===== src/rtl/gpio_in_conditioner.sv =====
// GPIO input conditioner: 2-flop sync, per-bit debounce,
// sticky edge flags with write-1-to-clear and an IRQ summary.
module gpio_in_conditioner #(
  parameter int DB_CYCLES = 4
) (
  input  logic       clk,
  input  logic       rst_n,
  input  logic [7:0] ui_in,
  input  logic [7:0] clr,
  output logic [7:0] gpio_in,
  output logic [7:0] rise_flags,
  output logic [7:0] fall_flags,
  output logic       irq
);

  localparam logic [7:0] DB_MAX = 8'(DB_CYCLES - 1);

  logic [7:0]      sync1_q;
  logic [7:0]      sync2_q;
  logic [7:0]      stable_q;
  logic [7:0]      stable_d;
  logic [7:0][7:0] cnt_q;
  logic [7:0][7:0] cnt_d;
  logic [7:0]      rise_q;
  logic [7:0]      rise_d;
  logic [7:0]      fall_q;
  logic [7:0]      fall_d;
  logic [7:0]      set_rise;
  logic [7:0]      set_fall;

  // Two-flop synchronizer for the raw pad inputs
  always_ff @(posedge clk or negedge rst_n) begin
    if (!rst_n) begin
      sync1_q <= '0;
      sync2_q <= '0;
    end else begin
      sync1_q <= ui_in;
      sync2_q <= sync2_d();
    end
  end

  function automatic logic [7:0] sync2_d();
    return sync1_q;
  endfunction

  // Per-bit debounce: count consecutive disagreeing samples
  always_comb begin
    stable_d = stable_q;
    cnt_d    = cnt_q;
    for (int i = 0; i < 8; i++) begin
      if (sync2_q[i] == stable_q[i]) begin
        cnt_d[i] = '0;
      end else if (cnt_q[i] == DB_MAX) begin
        stable_d[i] = sync2_q[i];
        cnt_d[i]    = '0;
      end else begin
        cnt_d[i] = cnt_q[i] + 8'd1;
      end
    end
  end

  // Edge events; a set on the same edge as clr wins
  always_comb begin
    set_rise = stable_d & ~stable_q;
    set_fall = ~stable_d & stable_q;
    rise_d   = set_rise | (rise_q & ~clr);
    fall_d   = set_fall | (fall_q & ~clr);
  end

  // Debounce and flag state registers
  always_ff @(posedge clk or negedge rst_n) begin
    if (!rst_n) begin
      stable_q <= '0;
      cnt_q    <= '0;
      rise_q   <= '0;
      fall_q   <= '0;
    end else begin
      stable_q <= stable_d;
      cnt_q    <= cnt_d;
      rise_q   <= rise_d;
      fall_q   <= fall_d;
    end
  end

  assign gpio_in    = stable_q;
  assign rise_flags = rise_q;
  assign fall_flags = fall_q;
  assign irq        = |(rise_q | fall_q);

endmodule

===== config.mk =====
export PLATFORM = sky130hd
export DESIGN_NAME = gpio_in_conditioner
export DESIGN_NICKNAME = d
export VERILOG_FILES = /design/src/rtl/gpio_in_conditioner.sv
export SDC_FILE = /design/constraint.sdc
export NUM_CORES = 1
export LEC_CHECK = 0
export CAP_MARGIN = 20
export CORE_UTILIZATION = 61
export CTS_BUF_LIST = sky130_fd_sc_hd__clkbuf_16
export CTS_CLUSTER_DIAMETER = 30
export CTS_CLUSTER_SIZE = 30
export DETAILED_ROUTE_END_ITERATION = 12
export PLACE_DENSITY = 0.89
export SLEW_MARGIN = 20
export SYNTH_ARGS = -nofsm -noshare
export SYNTH_HDL_FRONTEND = slang
export SYNTH_SLANG_ARGS = --single-unit

===== constraint.sdc =====
create_clock -name clk -period 4.46 [get_ports clk]
set_input_delay 1.338 -clock clk [delete_from_list [all_inputs] [get_ports clk]]
set_output_delay 1.338 -clock clk [all_outputs]
set_load 0.05 [all_outputs]

* After elaboration in Yosys (flattened, before gate mapping)
Cells that the tools add are included.
** Storage, ports and cells
- Register bits :: 104
- Latch bits :: 0
- RAM bits :: 0
- ROM bits :: 0
- Bits of input ports :: 18
- Output and inout bits :: 25
- Logic and storage cells :: 80
- Memories :: 0
** Operators by class
- Add/sub/neg operators :: 8
- Multipliers :: 0
- Divide/modulo/power cells :: 0
- $lt $le $gt $ge :: 0
- Equality and inequality tests :: 16
- Shift-type cells :: 0
- Multiplexer cells :: 32
- Bitwise gates (word level) :: 10
- Reduce and logical (&&, ||, !) cells :: 1
** Operators with widths (number)
- 8-bit 2-to-1 mux :: 16
- 8-bit by 1-bit adder with 8-bit output, second input constant :: 8
- 8-bit by 2-bit equality test with 1-bit output, second input constant :: 8
- 8-bit AND :: 4
- 8-bit inverter :: 3
- 8-bit OR :: 3
- 1-bit 2-to-1 mux :: 16
- 1-bit equality test :: 8
- 8-bit OR reduction :: 1

* Logic depth before layout (Yosys ltp)
- Word-level depth :: 6
- Mapped depth :: 4
- Depth with buffers taken out :: 4

* Worst setup path after synthesis
OpenSTA, ideal clock, no wires.
- Path type :: flip-flop to output port
- Start point :: register rise_q[2], in the netlist rise_flags[2]
- End point :: output port irq
- Data arrival time :: 1393 ps
- Required time :: 3122 ps
- Slack :: 1729 ps
- Stages on the path, launching flop included :: 3
- Buffers on the path :: 0
- Cells stage by stage :: dfrtp_1 -> nor4_1 -> nand4_1
** On the way
- Word-level cells in the longest chain between the ends :: 2
** RTL lines
- start, declared :: line 24 : logic [7:0] rise_q;
- start signal, assigned :: line 80 : rise_q <= rise_d;
- 8-bit OR :: line 88 : assign irq = |(rise_q | fall_q);
- 8-bit OR reduction :: line 88
- end, declared :: line 13 : output logic irq
Every way passes these cells.

* Worst setup path in the final report
- Start point :: register fall_q[6], in the netlist fall_flags[6]
- End point :: output port irq
** On the way
- Word-level cells in the longest chain between the ends :: 2
** RTL lines
- start, declared :: line 26 : logic [7:0] fall_q;
- start signal, assigned :: line 81 : fall_q <= fall_d;
- 8-bit OR :: line 88
- 8-bit OR reduction :: line 88
Every way passes these cells.

==> impl_metrics.env <==
export IMPL_skew_ns=0.00581
export IMPL_worstSkewPairLatency_ns=0.34
export IMPL_start_util_pct=64.3
export IMPL_row_count=30
export IMPL_wirelength_um=9380
export IMPL_die_area_mm2=0.00767
export IMPL_nets=496
export IMPL_grt_pass1_wl_um=15400
export IMPL_syn_area_mm2=0.00446
export IMPL_h_tree_depth=3
export IMPL_fmax_mhz=299
export IMPL_synth_most_common_cell="dfrtp_1"
export IMPL_grtUsageTotal_pct=26.8
export IMPL_min_period_ns=3.34
export IMPL_grt_ovfl_total=0
export IMPL_dr_pass1_iters=4
export IMPL_seqPwrFrac_pct=45.7
export IMPL_die_w_um=87.6
export IMPL_netlist_top_cells_count="dfrtp_1 (104), o21ai_0 (44), inv_1 (36)"
export IMPL_worst_pin_slew_ns=0.784
export IMPL_cts_tree="built"
export IMPL_syn_inst=415
export IMPL_path_clk_slew_ns=0.06
export IMPL_fin_util_pct=76.0
export IMPL_antenna_found_initial=0
export IMPL_grt_max_degree=63
export IMPL_cts_resized=0
export IMPL_synth_top_area_share_pct=58.3
export IMPL_yosysSeqAreaShare_pct=58.3
export IMPL_num_vias=3397
export IMPL_async_flop_share_pct=100
export IMPL_ctsHoldBuffers=0
export IMPL_end_kind="primary output"
export IMPL_diodes=0
export IMPL_syn_nets=442
export IMPL_swShare_pct=37.0
export IMPL_hold_class="reg2reg"
export IMPL_critPathMaxFanout=3
export IMPL_maxCapViolations=0
export IMPL_power_density_mw_per_mm2=522
export IMPL_viasPerCell=5.96
export IMPL_fp_dieH_um=87.6
export IMPL_cts_setup_buffers=0
export IMPL_synth_area_top_cells="dfrtp_1 (58%), o21ai_0 (4.9%), xor2_1 (4.3%), or3_1 (3.9%), nand3_1 (3.5%)"
export IMPL_status="finished clean"
export IMPL_p_switching_mw=1.02
export IMPL_wl_per_cell_um=16.4
export IMPL_clkPwrFrac_pct=24.8
export IMPL_synth_edff_count=0
export IMPL_clock_sinks=104
export IMPL_dp_final_hpwl_um=6450
export IMPL_fp_coreArea_mm2=0.00694
export IMPL_yosys_warnings=0
export IMPL_grt_pass1_vias=3369
export IMPL_drv_slew=0
export IMPL_period_share_pct=74.9
export IMPL_io_pins=43
export IMPL_cts_path_max_buffers=2
export IMPL_rsz0062_at_grt="no"
export IMPL_max_slew_margin_pct=47.7
export IMPL_synthFlopType="dfrtp_1"
export IMPL_required_ns=3.12
export IMPL_fill_cells=429
export IMPL_first_iter_violations=201
export IMPL_internal_power_mw=1.74
export IMPL_cts_buffers_inserted=9
export IMPL_rrSetupSlack_ns=2.41
export IMPL_hold_viol=0
export IMPL_ir_drop_mv=0.270
export IMPL_numPortBuffers=42
export IMPL_drc=0
export IMPL_p_comb_share_pct=29.5
export IMPL_place_gp_congestion=0.886
export IMPL_ant_nets=0
export IMPL_cp_start_kind="register"
export IMPL_drive_gt1_share_pct=5.49
export IMPL_synth_cell_types=31
export IMPL_root_buffer="clkbuf_16"
export IMPL_synth_seq_cells=104
export IMPL_setup_violations=0
export IMPL_cp_arrival_ns=2.00
export IMPL_setup_tns_ns=0
export IMPL_crit_type="reg2out"
export IMPL_p_leak_nw=2.27
export IMPL_synth_top_area_cell="dfrtp_1"
export IMPL_avgSynthCellArea_um2=10.8
export IMPL_syn2layout_area_growth_pct=18.2
export IMPL_fin_hold_ws_ns=0.349
[final timing paths]
check	startpoint	to	depth (start not counted)
worst max-delay path	fall_flags[6]	irq	3
max in group asynchronous	rst_n	cnt_q[35]	2
worst min-delay path	sync1_q[5]	sync2_q[5]	0
min in group asynchronous	rst_n	cnt_q[50]	1
worst min register to register	sync1_q[5]	sync2_q[5]	0
worst max register to register	cnt_q[32]	fall_flags[4]	4
[metal layers]
metal,wire [µm],global-route usage [%]
met3,418,6.03
met4,301,11.8
met5,0,0
met2,4810,47.0
met1,3840,31.7
[registers in the layout (all words and copies together) (netlist names)]
register	count
cnt_q	64
gpio_in	8
fall_flags	8
rise_flags	8
sync2_q	8
sync1_q	8
[per-stage QoR]
step                total power, mW  instance area (µm²)  setup WS, ns  std cells
global route                   2.90                 5280          1.05        570
floorplan                      1.77                 4460          1.73        415
detailed placement             2.07                 5020          1.49        554
global placement               2.04                 5020          1.50        554
CTS                            2.77                 5280          1.12        570
finish                         2.76                 5280          1.12        570
[cells in the final DEF, fill, tap and decap left out, drive strengths merged, types with 12 or more instances in the layout]
master and instances:
o32ai 15, clkdlybuf4s50 41, inv 38, or3 29, o21ai 45, nand3 31
nand2 12, a21oi 22, dfrtp 104, nor2 29, xor2 22, xnor2 12
[cell families after synthesis]
| group | Yosys count | synth area share, % |
|---|---|---|
| xor+xnor | 34 | 6.67 |
| buf+inv | 36 | 3.03 |
| simple gates | 144 | 17.8 |
| mux | 1 | 0.336 |
| compound gates | 87 | 11.4 |
| fa+ha+maj | 9 | 2.52 |
| flops | 104 | 58.3 |
[power groups by stage]
stage	combinational [mW]	sequential [mW]	clock, mW
2_1_floorplan	0.369	1.40	0
3_3_place_gp	0.784	1.25	0
3_5_place_dp	0.806	1.27	0
4_1_cts	0.816	1.25	0.700
5_1_grt	0.886	1.28	0.736
6_report	0.814	1.26	0.682
[layout make-up]
type | count | area (µm²) | area share, %
clock inverters | 7 | 31.3 | 0.593
repair buffers | 43 | 438 | 8.30
inverters | 36 | 135 | 2.56
clock buffers | 9 | 225 | 4.27
well taps | 96 | 120 | 2.28
flip-flops and latches | 104 | 2600 | 49.3
multi-input cells | 275 | 1730 | 32.7
[worst max-delay path, cell delays in order (launching register included)]
cell,delay (ns)
dfrtp_1,0.41
nor4_1,0.37
nand4_1,0.15
clkdlybuf4s50_1,0.74
Power figures use the tool's default switching activity.
==> patch (config.mk and constraints unchanged) <==
Register the output `rise_flags` once more; this adds one clock of latency there. The other outputs are not delayed to match.
--- a/src/rtl/gpio_in_conditioner.sv
+++ b/src/rtl/gpio_in_conditioner.sv
@@ -84,5 +84,7 @@
 
   assign gpio_in    = stable_q;
-  assign rise_flags = rise_q;
+  always_ff @(posedge clk) begin
+    rise_flags <= rise_q;
+  end
   assign fall_flags = fall_q;
   assign irq        = |(rise_q | fall_q);
Formal check against the unedited RTL: not equivalent (a bounded check fails within 10 cycles, from zero or initial values and one cycle with rst_n low).
==> patch against the original RTL <==
- area after synthesis increased by 3.6%
- sequential share of layout area increased by 1.2 points
- register-to-register slack improved by 0.03 ns
- final area grew 3.6%
- worst setup slack got worse by 0.030 ns
- sequential cell count is 8 higher
- synthesized cell count up 1.9%
- power up 6.3%
- utilization shrank 1.0 points
- routed wire length down 1.5%
- largest cell class unchanged
- highest routed layer unchanged
==> patch: results <==
set metrics [dict create \
    grtUsageTotal_pct 24.9 \
    placed_cell_area_um2 5180 \
    grt_max_degree 63 \
    clkbuf_count 9 \
    nets 505 \
    drive_gt1_share_pct 6.21 \
    hp-class "reg -> reg" \
    clkTransAtPathRegs_ns 0.07 \
    num_tap_cells 99 \
    critPathSlowestCell "clkdlybuf4s50_1" \
    grt_pass1_vias 3229 \
    clk_latency_ns 0.34 \
    synth_cell_types 32 \
    port_buffers 42 \
    n_all_buffers 44 \
    synth_ff_type "dfrtp_1" \
    fin_cells 582 \
    fillers 519 \
    syn-num-nets 450 \
    wirelength_um 9240 \
    multi_input_area_um2 1730 \
    htreeDepth 3 \
    cts_sinks 112 \
    cpPeakStageDelay_ns 0.74 \
    dp.cells 566 \
    postCtsSetupBuffers 0 \
    crit_fanout 3 \
    cts.path.max_buffers 2 \
    ys_warn_count 0 \
    cts_root_buffer "clkbuf_16" \
    pre_cts_slack_ns 1.47 \
    async_reset_ff_share_pct 92.9 \
    ys_seq_area_share_pct 59.7 \
    layout.nonclk_buf_share_pct 7.91 \
    worstPathArrival_ns 2.03 \
    skew_ns 0.0113 \
    antenna-diode-count 0 \
    power_leakage_nw 2.35 \
    antenna_found_initial 0 \
    synth.avg_cell_area_um2 10.9 \
    largest_reg_flops 64 \
    multi_input_area_share_pct 31.6 \
    grt_pass1_wl_um 14600 \
    final-seq-area_um2 2760 \
    drt_iter0_drc 174 \
    peakVddDrop_mv 0.363 \
    outcome "completed" \
    clock_cell_area_share_pct 5.28 \
    place_hpwl_um 6470 \
    drt_pass1_iterations 4 \
    largest-register "cnt_q" \
    multi_input_comb_cells 275 \
    inverters 36 \
    synth_common_cells "104 x dfrtp_1, 44 x o21ai_0, 36 x inv_1, 31 x nand3_1, 29 x nor2_1" \
    num_vias 3377 \
    cts_resized 0 \
    synthTopCellsByArea "dfrtp_1 56%, o21ai_0 4.8%, xor2_1 4.2%" \
    slew_headroom_pct 49.1 \
    gp_congestion 0.879 \
]
[patch: cell types whose count changed after synthesis]
cell,before,now
dfxtp_1,0,8
[patch: cell families (layout without fill, tap and decap cells)]
| kind of cell | count (synthesis) | count (layout) | synth area share (%) |
|---|---|---|---|
| buffers and inverters | 36 | 96 | 2.92 |
| AND/OR/NAND/NOR | 144 | 144 | 17.2 |
| AO/OA/AOI/OAI | 87 | 87 | 11.0 |
| flip-flops | 112 | 112 | 59.7 |
| adder cells (fa/ha/maj) | 9 | 9 | 2.44 |
| XOR/XNOR | 34 | 34 | 6.44 |
| multiplexers | 1 | 1 | 0.325 |
[patch: per-layer routing]
metal  vias up  wire [um]  GRT usage [%]
met1      1659       3880           30.3
met5         -          0              0
met3        23        430           4.80
li1       1607          -              -
met4         0        312           13.1
met2        88       4610           42.4
[patch: power by group]
part	leakage, nW	internal, mW	switching (mW)
combinational	0.751	0.290	0.516
sequential	1.45	1.16	0.180
clock	0.148	0.432	0.350
[patch: path summary, 6_finish.rpt]
kind,end,slack (ns),from,depth (start not counted)
setup / recovery,irq,1.09,fall_flags[6]$_DFF_PN0_,3
hold / removal,sync2_q[3]$_DFF_PN0_,0.34,sync1_q[3]$_DFF_PN0_,0
min in group asynchronous,cnt_q[54]$_DFF_PN0_,1.07,rst_n,1
setup reg to reg,cnt_q[35]$_DFF_PN0_,2.44,cnt_q[32]$_DFF_PN0_,4
hold reg to reg,sync2_q[3]$_DFF_PN0_,0.34,sync1_q[3]$_DFF_PN0_,0
max in group asynchronous,cnt_q[40]$_DFF_PN0_,2.58,rst_n,2
[patch: worst max-delay path: cells and delay by family, from the launching register on]
kind / cells / cell delay, ns
buffers and inverters: 1 / 0.74
AND/OR/NAND/NOR: 2 / 0.55
flip-flops: 1 / 0.40
